[src/rtl/alu_reservation_station_if.sv]
// Bundle of the dispatch, writeback-broadcast, flush and issue signals that pass
// between rename/dispatch, the reservation station and the ALU read stage.
interface alu_reservation_station_if #(
  parameter int DEPTH  = 8,
  parameter int TAG_W  = 7,
  parameter int ROB_W  = 4,
  parameter int CTRL_W = 32
);
  localparam int CNT_W = $clog2(DEPTH) + 1;

  logic                  dispatch_valid;
  logic                  dispatch_ready;
  logic [TAG_W-1:0]      dispatch_ps1;
  logic [TAG_W-1:0]      dispatch_ps2;
  logic                  dispatch_ps1_rdy;
  logic                  dispatch_ps2_rdy;
  logic [TAG_W-1:0]      dispatch_pd;
  logic [31:0]           dispatch_imm;
  logic [CTRL_W-1:0]     dispatch_ctrl;
  logic [ROB_W-1:0]      dispatch_rob;

  logic [2:0]            wb_valid;
  logic [2:0][TAG_W-1:0] wb_tag;

  logic [ROB_W-1:0]      rob_head;
  logic                  mispredict;
  logic [ROB_W-1:0]      mispredict_rob;

  logic                  issue_valid;
  logic                  issue_ready;
  logic [TAG_W-1:0]      issue_ps1;
  logic [TAG_W-1:0]      issue_ps2;
  logic [TAG_W-1:0]      issue_pd;
  logic [31:0]           issue_imm;
  logic [CTRL_W-1:0]     issue_ctrl;
  logic [ROB_W-1:0]      issue_rob;

  logic [CNT_W-1:0]      count;

  // Upstream/downstream side: dispatch stage, writeback buses, ROB and ALU.
  modport master (
    output dispatch_valid, dispatch_ps1, dispatch_ps2, dispatch_ps1_rdy,
           dispatch_ps2_rdy, dispatch_pd, dispatch_imm, dispatch_ctrl, dispatch_rob,
           wb_valid, wb_tag, rob_head, mispredict, mispredict_rob, issue_ready,
    input  dispatch_ready, issue_valid, issue_ps1, issue_ps2, issue_pd,
           issue_imm, issue_ctrl, issue_rob, count
  );

  // Reservation station side.
  modport slave (
    input  dispatch_valid, dispatch_ps1, dispatch_ps2, dispatch_ps1_rdy,
           dispatch_ps2_rdy, dispatch_pd, dispatch_imm, dispatch_ctrl, dispatch_rob,
           wb_valid, wb_tag, rob_head, mispredict, mispredict_rob, issue_ready,
    output dispatch_ready, issue_valid, issue_ps1, issue_ps2, issue_pd,
           issue_imm, issue_ctrl, issue_rob, count
  );
endinterface

[src/rtl/alu_reservation_station.sv]
// ALU issue queue: buffers renamed ops, wakes sources on writeback broadcasts,
// issues the oldest fully-ready op (age relative to ROB head) and squashes
// entries younger than a mispredicting branch.
module alu_reservation_station #(
  parameter int DEPTH  = 8,
  parameter int TAG_W  = 7,
  parameter int ROB_W  = 4,
  parameter int CTRL_W = 32
) (
  input logic                      clk,
  input logic                      reset,
  alu_reservation_station_if.slave bus
);
  localparam int IDX_W = (DEPTH > 1) ? $clog2(DEPTH) : 1;
  localparam int CNT_W = $clog2(DEPTH) + 1;
  localparam logic [CNT_W-1:0] FULL = CNT_W'(DEPTH);

  logic [DEPTH-1:0]  vld_q, vld_d;
  logic [DEPTH-1:0]  r1_q, r1_d, r2_q, r2_d;
  logic [CNT_W-1:0]  cnt_q, cnt_d;
  logic [TAG_W-1:0]  ps1_q [DEPTH];
  logic [TAG_W-1:0]  ps2_q [DEPTH];
  logic [TAG_W-1:0]  pd_q  [DEPTH];
  logic [31:0]       imm_q [DEPTH];
  logic [CTRL_W-1:0] ctrl_q[DEPTH];
  logic [ROB_W-1:0]  rob_q [DEPTH];

  logic              disp_fire, issue_fire, issue_vld;
  logic [IDX_W-1:0]  free_idx, sel_idx;
  logic              sel_found;
  logic [ROB_W-1:0]  sel_age;

  // Modular distance from the ROB head; the only way ROB indices are ordered.
  function automatic logic [ROB_W-1:0] age_of(input logic [ROB_W-1:0] rob,
                                              input logic [ROB_W-1:0] head);
    return rob - head;
  endfunction

  function automatic logic tag_hit(input logic [TAG_W-1:0]      tag,
                                   input logic [2:0]            wv,
                                   input logic [2:0][TAG_W-1:0] wt);
    logic hit;
    hit = 1'b0;
    for (int k = 0; k < 3; k++) begin
      if (wv[k] && (wt[k] == tag)) hit = 1'b1;
    end
    return hit;
  endfunction

  // Lowest free slot for allocation and oldest ready entry for issue.
  always_comb begin
    free_idx  = '0;
    sel_idx   = '0;
    sel_found = 1'b0;
    sel_age   = '1;
    for (int i = DEPTH - 1; i >= 0; i--) begin
      if (!vld_q[i]) free_idx = IDX_W'(i);
    end
    for (int i = 0; i < DEPTH; i++) begin
      if (vld_q[i] && r1_q[i] && r2_q[i] &&
          (!sel_found || (age_of(rob_q[i], bus.rob_head) < sel_age))) begin
        sel_found = 1'b1;
        sel_idx   = IDX_W'(i);
        sel_age   = age_of(rob_q[i], bus.rob_head);
      end
    end
  end

  // Dispatch acceptance only looks at registered occupancy, so a same-cycle
  // issue never opens a slot for the op being offered.
  assign bus.dispatch_ready = !reset && (cnt_q < FULL) && !bus.mispredict;
  assign issue_vld          = sel_found && !bus.mispredict;
  assign bus.issue_valid    = issue_vld;
  assign disp_fire          = bus.dispatch_valid && bus.dispatch_ready;
  assign issue_fire         = issue_vld && bus.issue_ready;
  assign bus.count          = cnt_q;

  // Issue payload, zeroed whenever nothing is being offered.
  always_comb begin
    bus.issue_ps1  = '0;
    bus.issue_ps2  = '0;
    bus.issue_pd   = '0;
    bus.issue_imm  = '0;
    bus.issue_ctrl = '0;
    bus.issue_rob  = '0;
    if (issue_vld) begin
      bus.issue_ps1  = ps1_q[sel_idx];
      bus.issue_ps2  = ps2_q[sel_idx];
      bus.issue_pd   = pd_q[sel_idx];
      bus.issue_imm  = imm_q[sel_idx];
      bus.issue_ctrl = ctrl_q[sel_idx];
      bus.issue_rob  = rob_q[sel_idx];
    end
  end

  // Next valid/ready state: dequeue, squash, wakeup, allocation with bypass.
  always_comb begin
    vld_d = vld_q;
    r1_d  = r1_q;
    r2_d  = r2_q;
    cnt_d = '0;
    for (int i = 0; i < DEPTH; i++) begin
      if (issue_fire && (sel_idx == IDX_W'(i))) begin
        vld_d[i] = 1'b0;
      end else if (bus.mispredict && vld_q[i] &&
                   (age_of(rob_q[i], bus.rob_head) >
                    age_of(bus.mispredict_rob, bus.rob_head))) begin
        vld_d[i] = 1'b0;
      end
      if (tag_hit(ps1_q[i], bus.wb_valid, bus.wb_tag)) r1_d[i] = 1'b1;
      if (tag_hit(ps2_q[i], bus.wb_valid, bus.wb_tag)) r2_d[i] = 1'b1;
    end
    if (disp_fire) begin
      vld_d[free_idx] = 1'b1;
      r1_d[free_idx]  = bus.dispatch_ps1_rdy || (bus.dispatch_ps1 == '0) ||
                        tag_hit(bus.dispatch_ps1, bus.wb_valid, bus.wb_tag);
      r2_d[free_idx]  = bus.dispatch_ps2_rdy || (bus.dispatch_ps2 == '0) ||
                        tag_hit(bus.dispatch_ps2, bus.wb_valid, bus.wb_tag);
    end
    for (int i = 0; i < DEPTH; i++) begin
      cnt_d = cnt_d + CNT_W'(vld_d[i]);
    end
  end

  // Occupancy and readiness state, cleared immediately by reset.
  always_ff @(posedge clk or posedge reset) begin
    if (reset) begin
      vld_q <= '0;
      r1_q  <= '0;
      r2_q  <= '0;
      cnt_q <= '0;
    end else begin
      vld_q <= vld_d;
      r1_q  <= r1_d;
      r2_q  <= r2_d;
      cnt_q <= cnt_d;
    end
  end

  // Entry payload; only meaningful while the entry is valid, so no reset.
  always_ff @(posedge clk) begin
    if (disp_fire) begin
      ps1_q[free_idx]  <= bus.dispatch_ps1;
      ps2_q[free_idx]  <= bus.dispatch_ps2;
      pd_q[free_idx]   <= bus.dispatch_pd;
      imm_q[free_idx]  <= bus.dispatch_imm;
      ctrl_q[free_idx] <= bus.dispatch_ctrl;
      rob_q[free_idx]  <= bus.dispatch_rob;
    end
  end
endmodule

[src/flat_wrapper.sv]
// flat-port wrapper written by rule: the top's interface ports become plain ports
module alu_reservation_station_flat 
#(
  parameter int DEPTH  = 8,
  parameter int TAG_W  = 7,
  parameter int ROB_W  = 4,
  parameter int CTRL_W = 32
)
  (clk, reset, bus_dispatch_valid, bus_dispatch_ps1, bus_dispatch_ps2, bus_dispatch_ps1_rdy, bus_dispatch_ps2_rdy, bus_dispatch_pd, bus_dispatch_imm, bus_dispatch_ctrl, bus_dispatch_rob, bus_wb_valid, bus_wb_tag, bus_rob_head, bus_mispredict, bus_mispredict_rob, bus_issue_ready, bus_dispatch_ready, bus_issue_valid, bus_issue_ps1, bus_issue_ps2, bus_issue_pd, bus_issue_imm, bus_issue_ctrl, bus_issue_rob, bus_count);
  alu_reservation_station_if #(.DEPTH(DEPTH), .TAG_W(TAG_W), .ROB_W(ROB_W), .CTRL_W(CTRL_W)) bus_i ();
  input logic clk;
  input logic reset;
  input wire logic [$bits(bus_i.dispatch_valid)-1:0] bus_dispatch_valid;
  input wire logic [$bits(bus_i.dispatch_ps1)-1:0] bus_dispatch_ps1;
  input wire logic [$bits(bus_i.dispatch_ps2)-1:0] bus_dispatch_ps2;
  input wire logic [$bits(bus_i.dispatch_ps1_rdy)-1:0] bus_dispatch_ps1_rdy;
  input wire logic [$bits(bus_i.dispatch_ps2_rdy)-1:0] bus_dispatch_ps2_rdy;
  input wire logic [$bits(bus_i.dispatch_pd)-1:0] bus_dispatch_pd;
  input wire logic [$bits(bus_i.dispatch_imm)-1:0] bus_dispatch_imm;
  input wire logic [$bits(bus_i.dispatch_ctrl)-1:0] bus_dispatch_ctrl;
  input wire logic [$bits(bus_i.dispatch_rob)-1:0] bus_dispatch_rob;
  input wire logic [$bits(bus_i.wb_valid)-1:0] bus_wb_valid;
  input wire logic [$bits(bus_i.wb_tag)-1:0] bus_wb_tag;
  input wire logic [$bits(bus_i.rob_head)-1:0] bus_rob_head;
  input wire logic [$bits(bus_i.mispredict)-1:0] bus_mispredict;
  input wire logic [$bits(bus_i.mispredict_rob)-1:0] bus_mispredict_rob;
  input wire logic [$bits(bus_i.issue_ready)-1:0] bus_issue_ready;
  output wire logic [$bits(bus_i.dispatch_ready)-1:0] bus_dispatch_ready;
  output wire logic [$bits(bus_i.issue_valid)-1:0] bus_issue_valid;
  output wire logic [$bits(bus_i.issue_ps1)-1:0] bus_issue_ps1;
  output wire logic [$bits(bus_i.issue_ps2)-1:0] bus_issue_ps2;
  output wire logic [$bits(bus_i.issue_pd)-1:0] bus_issue_pd;
  output wire logic [$bits(bus_i.issue_imm)-1:0] bus_issue_imm;
  output wire logic [$bits(bus_i.issue_ctrl)-1:0] bus_issue_ctrl;
  output wire logic [$bits(bus_i.issue_rob)-1:0] bus_issue_rob;
  output wire logic [$bits(bus_i.count)-1:0] bus_count;
  assign bus_i.dispatch_valid = bus_dispatch_valid;
  assign bus_i.dispatch_ps1 = bus_dispatch_ps1;
  assign bus_i.dispatch_ps2 = bus_dispatch_ps2;
  assign bus_i.dispatch_ps1_rdy = bus_dispatch_ps1_rdy;
  assign bus_i.dispatch_ps2_rdy = bus_dispatch_ps2_rdy;
  assign bus_i.dispatch_pd = bus_dispatch_pd;
  assign bus_i.dispatch_imm = bus_dispatch_imm;
  assign bus_i.dispatch_ctrl = bus_dispatch_ctrl;
  assign bus_i.dispatch_rob = bus_dispatch_rob;
  assign bus_i.wb_valid = bus_wb_valid;
  assign bus_i.wb_tag = bus_wb_tag;
  assign bus_i.rob_head = bus_rob_head;
  assign bus_i.mispredict = bus_mispredict;
  assign bus_i.mispredict_rob = bus_mispredict_rob;
  assign bus_i.issue_ready = bus_issue_ready;
  assign bus_dispatch_ready = bus_i.dispatch_ready;
  assign bus_issue_valid = bus_i.issue_valid;
  assign bus_issue_ps1 = bus_i.issue_ps1;
  assign bus_issue_ps2 = bus_i.issue_ps2;
  assign bus_issue_pd = bus_i.issue_pd;
  assign bus_issue_imm = bus_i.issue_imm;
  assign bus_issue_ctrl = bus_i.issue_ctrl;
  assign bus_issue_rob = bus_i.issue_rob;
  assign bus_count = bus_i.count;
  alu_reservation_station #(.DEPTH(DEPTH), .TAG_W(TAG_W), .ROB_W(ROB_W), .CTRL_W(CTRL_W)) u_core (.clk(clk), .reset(reset), .bus(bus_i));
endmodule
[config.mk]
export PLATFORM = sky130hd
export DESIGN_NAME = alu_reservation_station_flat
export DESIGN_NICKNAME = d
export VERILOG_FILES = /design/src/rtl/alu_reservation_station_if.sv /design/src/rtl/alu_reservation_station.sv /design/src/flat_wrapper.sv
export SDC_FILE = /design/constraint.sdc
export NUM_CORES = 1
export LEC_CHECK = 0
export BUFFER_PORTS_ARGS = -buffer_cell sky130_fd_sc_hd__buf_4
export CORE_MARGIN = 3
export CORE_UTILIZATION = 50
export DETAILED_ROUTE_END_ITERATION = 10
export PLACE_DENSITY = 0.68
export SLEW_MARGIN = 0
export SYNTH_ARGS = -nofsm -noshare
export SYNTH_HDL_FRONTEND = slang
export SYNTH_SLANG_ARGS = --single-unit
[constraint.sdc]
create_clock -name clk -period 37.1 [get_ports clk]
set_input_delay 5.565 -clock clk [delete_from_list [all_inputs] [get_ports clk]]
set_output_delay 5.565 -clock clk [all_outputs]
set_load 0.02 [all_outputs]
==> reports/qor.csv <==
stage,metric,value,unit
critical_path,CP Class,in2out,
clock_tree,Clock Sinks,740,
sta,Hold Fails Final Rpt,0,
clock_tree,clk slew on worst S/H paths,0.06,ns
job,Max Cap Viol,0,
placement,PortBufs,222,
floorplan,Die X,271.5,µm
detailed_routing,vias per std cell,6.077,
cells_and_area,Layout area overhead,14.24,%
floorplan,cell row count,96,
floorplan,Core Box Area,69190,µm²
critical_path,"Slowest-stage cell, CP",buf_4,
placement,Placer Congestion,0.8842,
pwr,leakage,14.28,nW
sta,min Tclk post-route,26.60,ns
grt,number of global-route vias before repair,24738,
yosys,Cells after Synth,2892,
sta,clock skew,0.02446,ns
yosys,Yosys reg bits,740,
clock_tree,cts repair resizes,0,
clock_tree,CTS tree,yes,
yosys,sequential area share after synthesis,62.67,%
cells_and_area,fin nets,3278,
floorplan,num ports,223,
cells_and_area,Final Instance Count excl. Fillers,4048,
detailed_routing,WL met1,40.19,mm
sta,post-route clock period utilization,71.70,%
min_path,worst hold-check path type,reg2reg,
clock_tree,clk buf depth,3,
floorplan,Starting Density,50.93,%
detailed_routing,initial DRC count,2574,
sta,Final setup viols,0,
detailed_routing,Routed WL,101.2,mm
cells_and_area,share of layout cells above drive strength 1,12.88,%
floorplan,Die Area,73690,µm²
pwr,Power per Cell Area,54.57,nW/µm²
critical_path,CP startpoint kind,primary input,
grt,pin count of the biggest net entering global routing,97,
detailed_routing,Post-DRT Antenna Nets,0,
clock_tree,H-tree levels,3,
clock_tree,Num CTS Buffers,78,
placement,Final HPWL DP,59.64,mm
yosys,Mapped Avg Cell Area,12.18,µm²
critical_path,Critical Path Fanout Max,68,
grt,all-layer global routing usage,26.99,%
yosys,Synth top area share,60.68,%
sta,Slew Limit Fails,0,
yosys,Post-synth ARST share,3.784,%
placement,Inst Count DP,3905,
critical_path,CP Capture Type,output port,
detailed_routing,routed length on met2,48.47,mm
grt,grt ovf,0,
yosys,syn_nets,3116,
clock_tree,clk root buf,clkbuf_16,
sta,FMAX,0.03759,GHz
critical_path,critical path data required time,31.53,ns
yosys,YS warnings,0,
yosys,synthesized cell area,35230,µm²
detailed_routing,Highest Signal Layer,met5,
clock_tree,Hold Buf Count CTS,0,
floorplan,Die Height,271.5,µm
yosys,top cell type by total area after synthesis,edfxtp_1,
yosys,Post-synth EDFFs,712,
critical_path,crit-path max cell delay,0.90,ns
clock_tree,total setup buffers inserted after CTS,0,
yosys,"Top FF cell, synth",edfxtp_1,
detailed_routing,Detailed Routing Iterations Pass 1,5,
critical_path,Crit path top cell by count,ha_1,
sta,RSZ-0062 raised after global routing,no,
yosys,library cells used by synthesis,67,
grt,first-pass GRT wire length,151.4,mm
pwr,Final Power,2.196,mW
detailed_routing,routed length on met3,8.690,mm
pwr,maximum VDD drop,0.04321,mV
clock_tree,clk_lat worst skew,0.64,ns
grt,initial antenna violation count,6,
detailed_routing,routed vias,24599,
sta,setup tns final,0,ns
sta,Slew @ Worst Pin,1.254,ns
status,status,"finished, final reports clean",
detailed_routing,DR WL/cell,25.01,µm
detailed_routing,# DRC,0,
yosys,Synth area leaders,"edfxtp_1 (61%), xnor2_1 (7.2%), nand2_1 (5.6%), o22ai_1 (4.2%), ha_1 (2.9%)",
sta,Slew HR,16.42,%
critical_path,Critical Path AT,21.03,ns
-- through the flow --
| stage | utilization, % | setup WS, ns | instance area (µm²) | hold slack (ns) |
|---|---|---|---|---|
| after floorplan | - | 14.06 | 35230 | 0.4954 |
| after global placement | 54.45 | 11.06 | 37670 | 0.5547 |
| after detailed placement | 54.45 | 10.79 | 37670 | 0.5507 |
| after CTS | 58.16 | 10.71 | 40240 | 0.5695 |
| after global routing | 58.17 | 8.973 | 40240 | 0.6081 |
| final | 58.18 | 10.50 | 40250 | 0.5702 |
-- placed cells by master, fill, tap and decap left out, types with 4 or more instances in the layout --
cell         n
buf_4      253
fa_1        13
bufinv_16    7
clkinv_16    5
nand3_1    188
o21ai_1     28
nor2_4       5
a21o_1      17
o22ai_1    234
a31o_2       5
nand4_1    101
clkinv_1    15
and3_1       6
edfxtp_1   712
dfrtp_1     28
a21oi_1     39
o21ai_0     74
nor4_1      34
nor2_1      45
nand2_1    528
xor2_1     117
nand2b_1    10
clkbuf_1    14
diode_2      4
mux2i_1      9
o21a_1      12
nor2b_1     10
nor3_1      10
clkbuf_16   78
ha_1        83
o221ai_1     5
xnor2_1    289
o211ai_1     8
inv_1       53
clkinv_2    12
-- cells by family (layout without fill, tap and decap cells) --
| kind of cell | after synthesis | after routing | share of synthesized area, % |
|---|---|---|---|
| fa+ha+maj | 96 | 96 | 3.686 |
| simple gates | 953 | 953 | 12.22 |
| flops | 740 | 740 | 62.67 |
| mux | 12 | 12 | 0.3516 |
| buf+inv | 225 | 446 | 2.699 |
| xor+xnor | 406 | 406 | 10.09 |
| other cells | 0 | 4 | 0 |
| compound gates | 460 | 460 | 8.285 |
-- layer usage --
layer,global-route usage [%],vias up
met5,0,-
li1,-,10963
met3,6.054,274
met1,35.21,12231
met4,10.35,4
met2,44.25,1127
-- Yosys cell counts (8+ instances only) --
library cell,number
dfrtp_1,28
o22ai_1,235
clkbuf_1,94
o21ai_0,74
nor2b_1,10
buf_2,58
o211ai_1,8
o21a_1,12
xnor2_1,289
nand2_1,528
a21o_1,17
mux2i_1,9
nand4_1,101
xor2_1,117
edfxtp_1,712
nand2b_1,11
nor4_1,34
buf_1,13
o21ai_1,28
nor3_1,10
a21oi_1,41
nor2_1,49
inv_1,54
nand3_1,188
ha_1,83
fa_1,13
-- worst max-delay path, delay by kind of cell --
kind                     cells  cell delay [ns]
AO/OA/AOI/OAI               28             7.46
adder cells (fa/ha/maj)      8             2.45
AND/OR/NAND/NOR             12             2.20
buffers and inverters        6             2.04
multiplexers                 3             1.08
XOR/XNOR                     1             0.20
-- power by group --
group | internal, mW | total [mW] | switching, mW
Clock | 0.447 | 0.776 | 0.329
Sequential | 0.941 | 0.960 | 0.0193
Combinational | 0.158 | 0.460 | 0.302
Total | 1.55 | 2.20 | 0.651
-- final timing paths --
check	end	startpoint	slack [ns]	depth (start not counted)
worst max-delay path	bus_issue_imm[31]	bus_rob_head[1]	10.50	58
worst min-delay path	u_core.r2_q[5]	u_core.r2_q[5]	0.57	2
worst max register to register	u_core.bus.count[2]	u_core.rob_q[1][0]	20.77	61
worst min register to register	u_core.r2_q[5]	u_core.r2_q[5]	0.57	2
max in group asynchronous	u_core.r1_q[4]	reset	31.70	3
min in group asynchronous	u_core.r2_q[6]	reset	5.07	3
-- registers in the layout, summed over array words and instances, names as in the netlist --
| signal | count |
|---|---|
| u_core.rob_q | 32 |
| u_core.vld_q | 8 |
| u_core.ctrl_q | 256 |
| u_core.pd_q | 56 |
| u_core.r2_q | 8 |
| u_core.bus.count | 4 |
| u_core.imm_q | 256 |
| u_core.ps1_q | 56 |
| u_core.r1_q | 8 |
| u_core.ps2_q | 56 |
-- layout make-up --
cell class,instances,area [µm²]
Inverter,54,205.2
Sequential cell,740,22080
Tap cell,931,1165
Clock buffer,95,2046
Fill cell,5638,28940
Clock inverter,44,525.5
Multi-Input combinational cell,1927,12320
Timing Repair Buffer,253,1899
Antenna cell,4,10.01
Power figures use the tool's default switching activity.
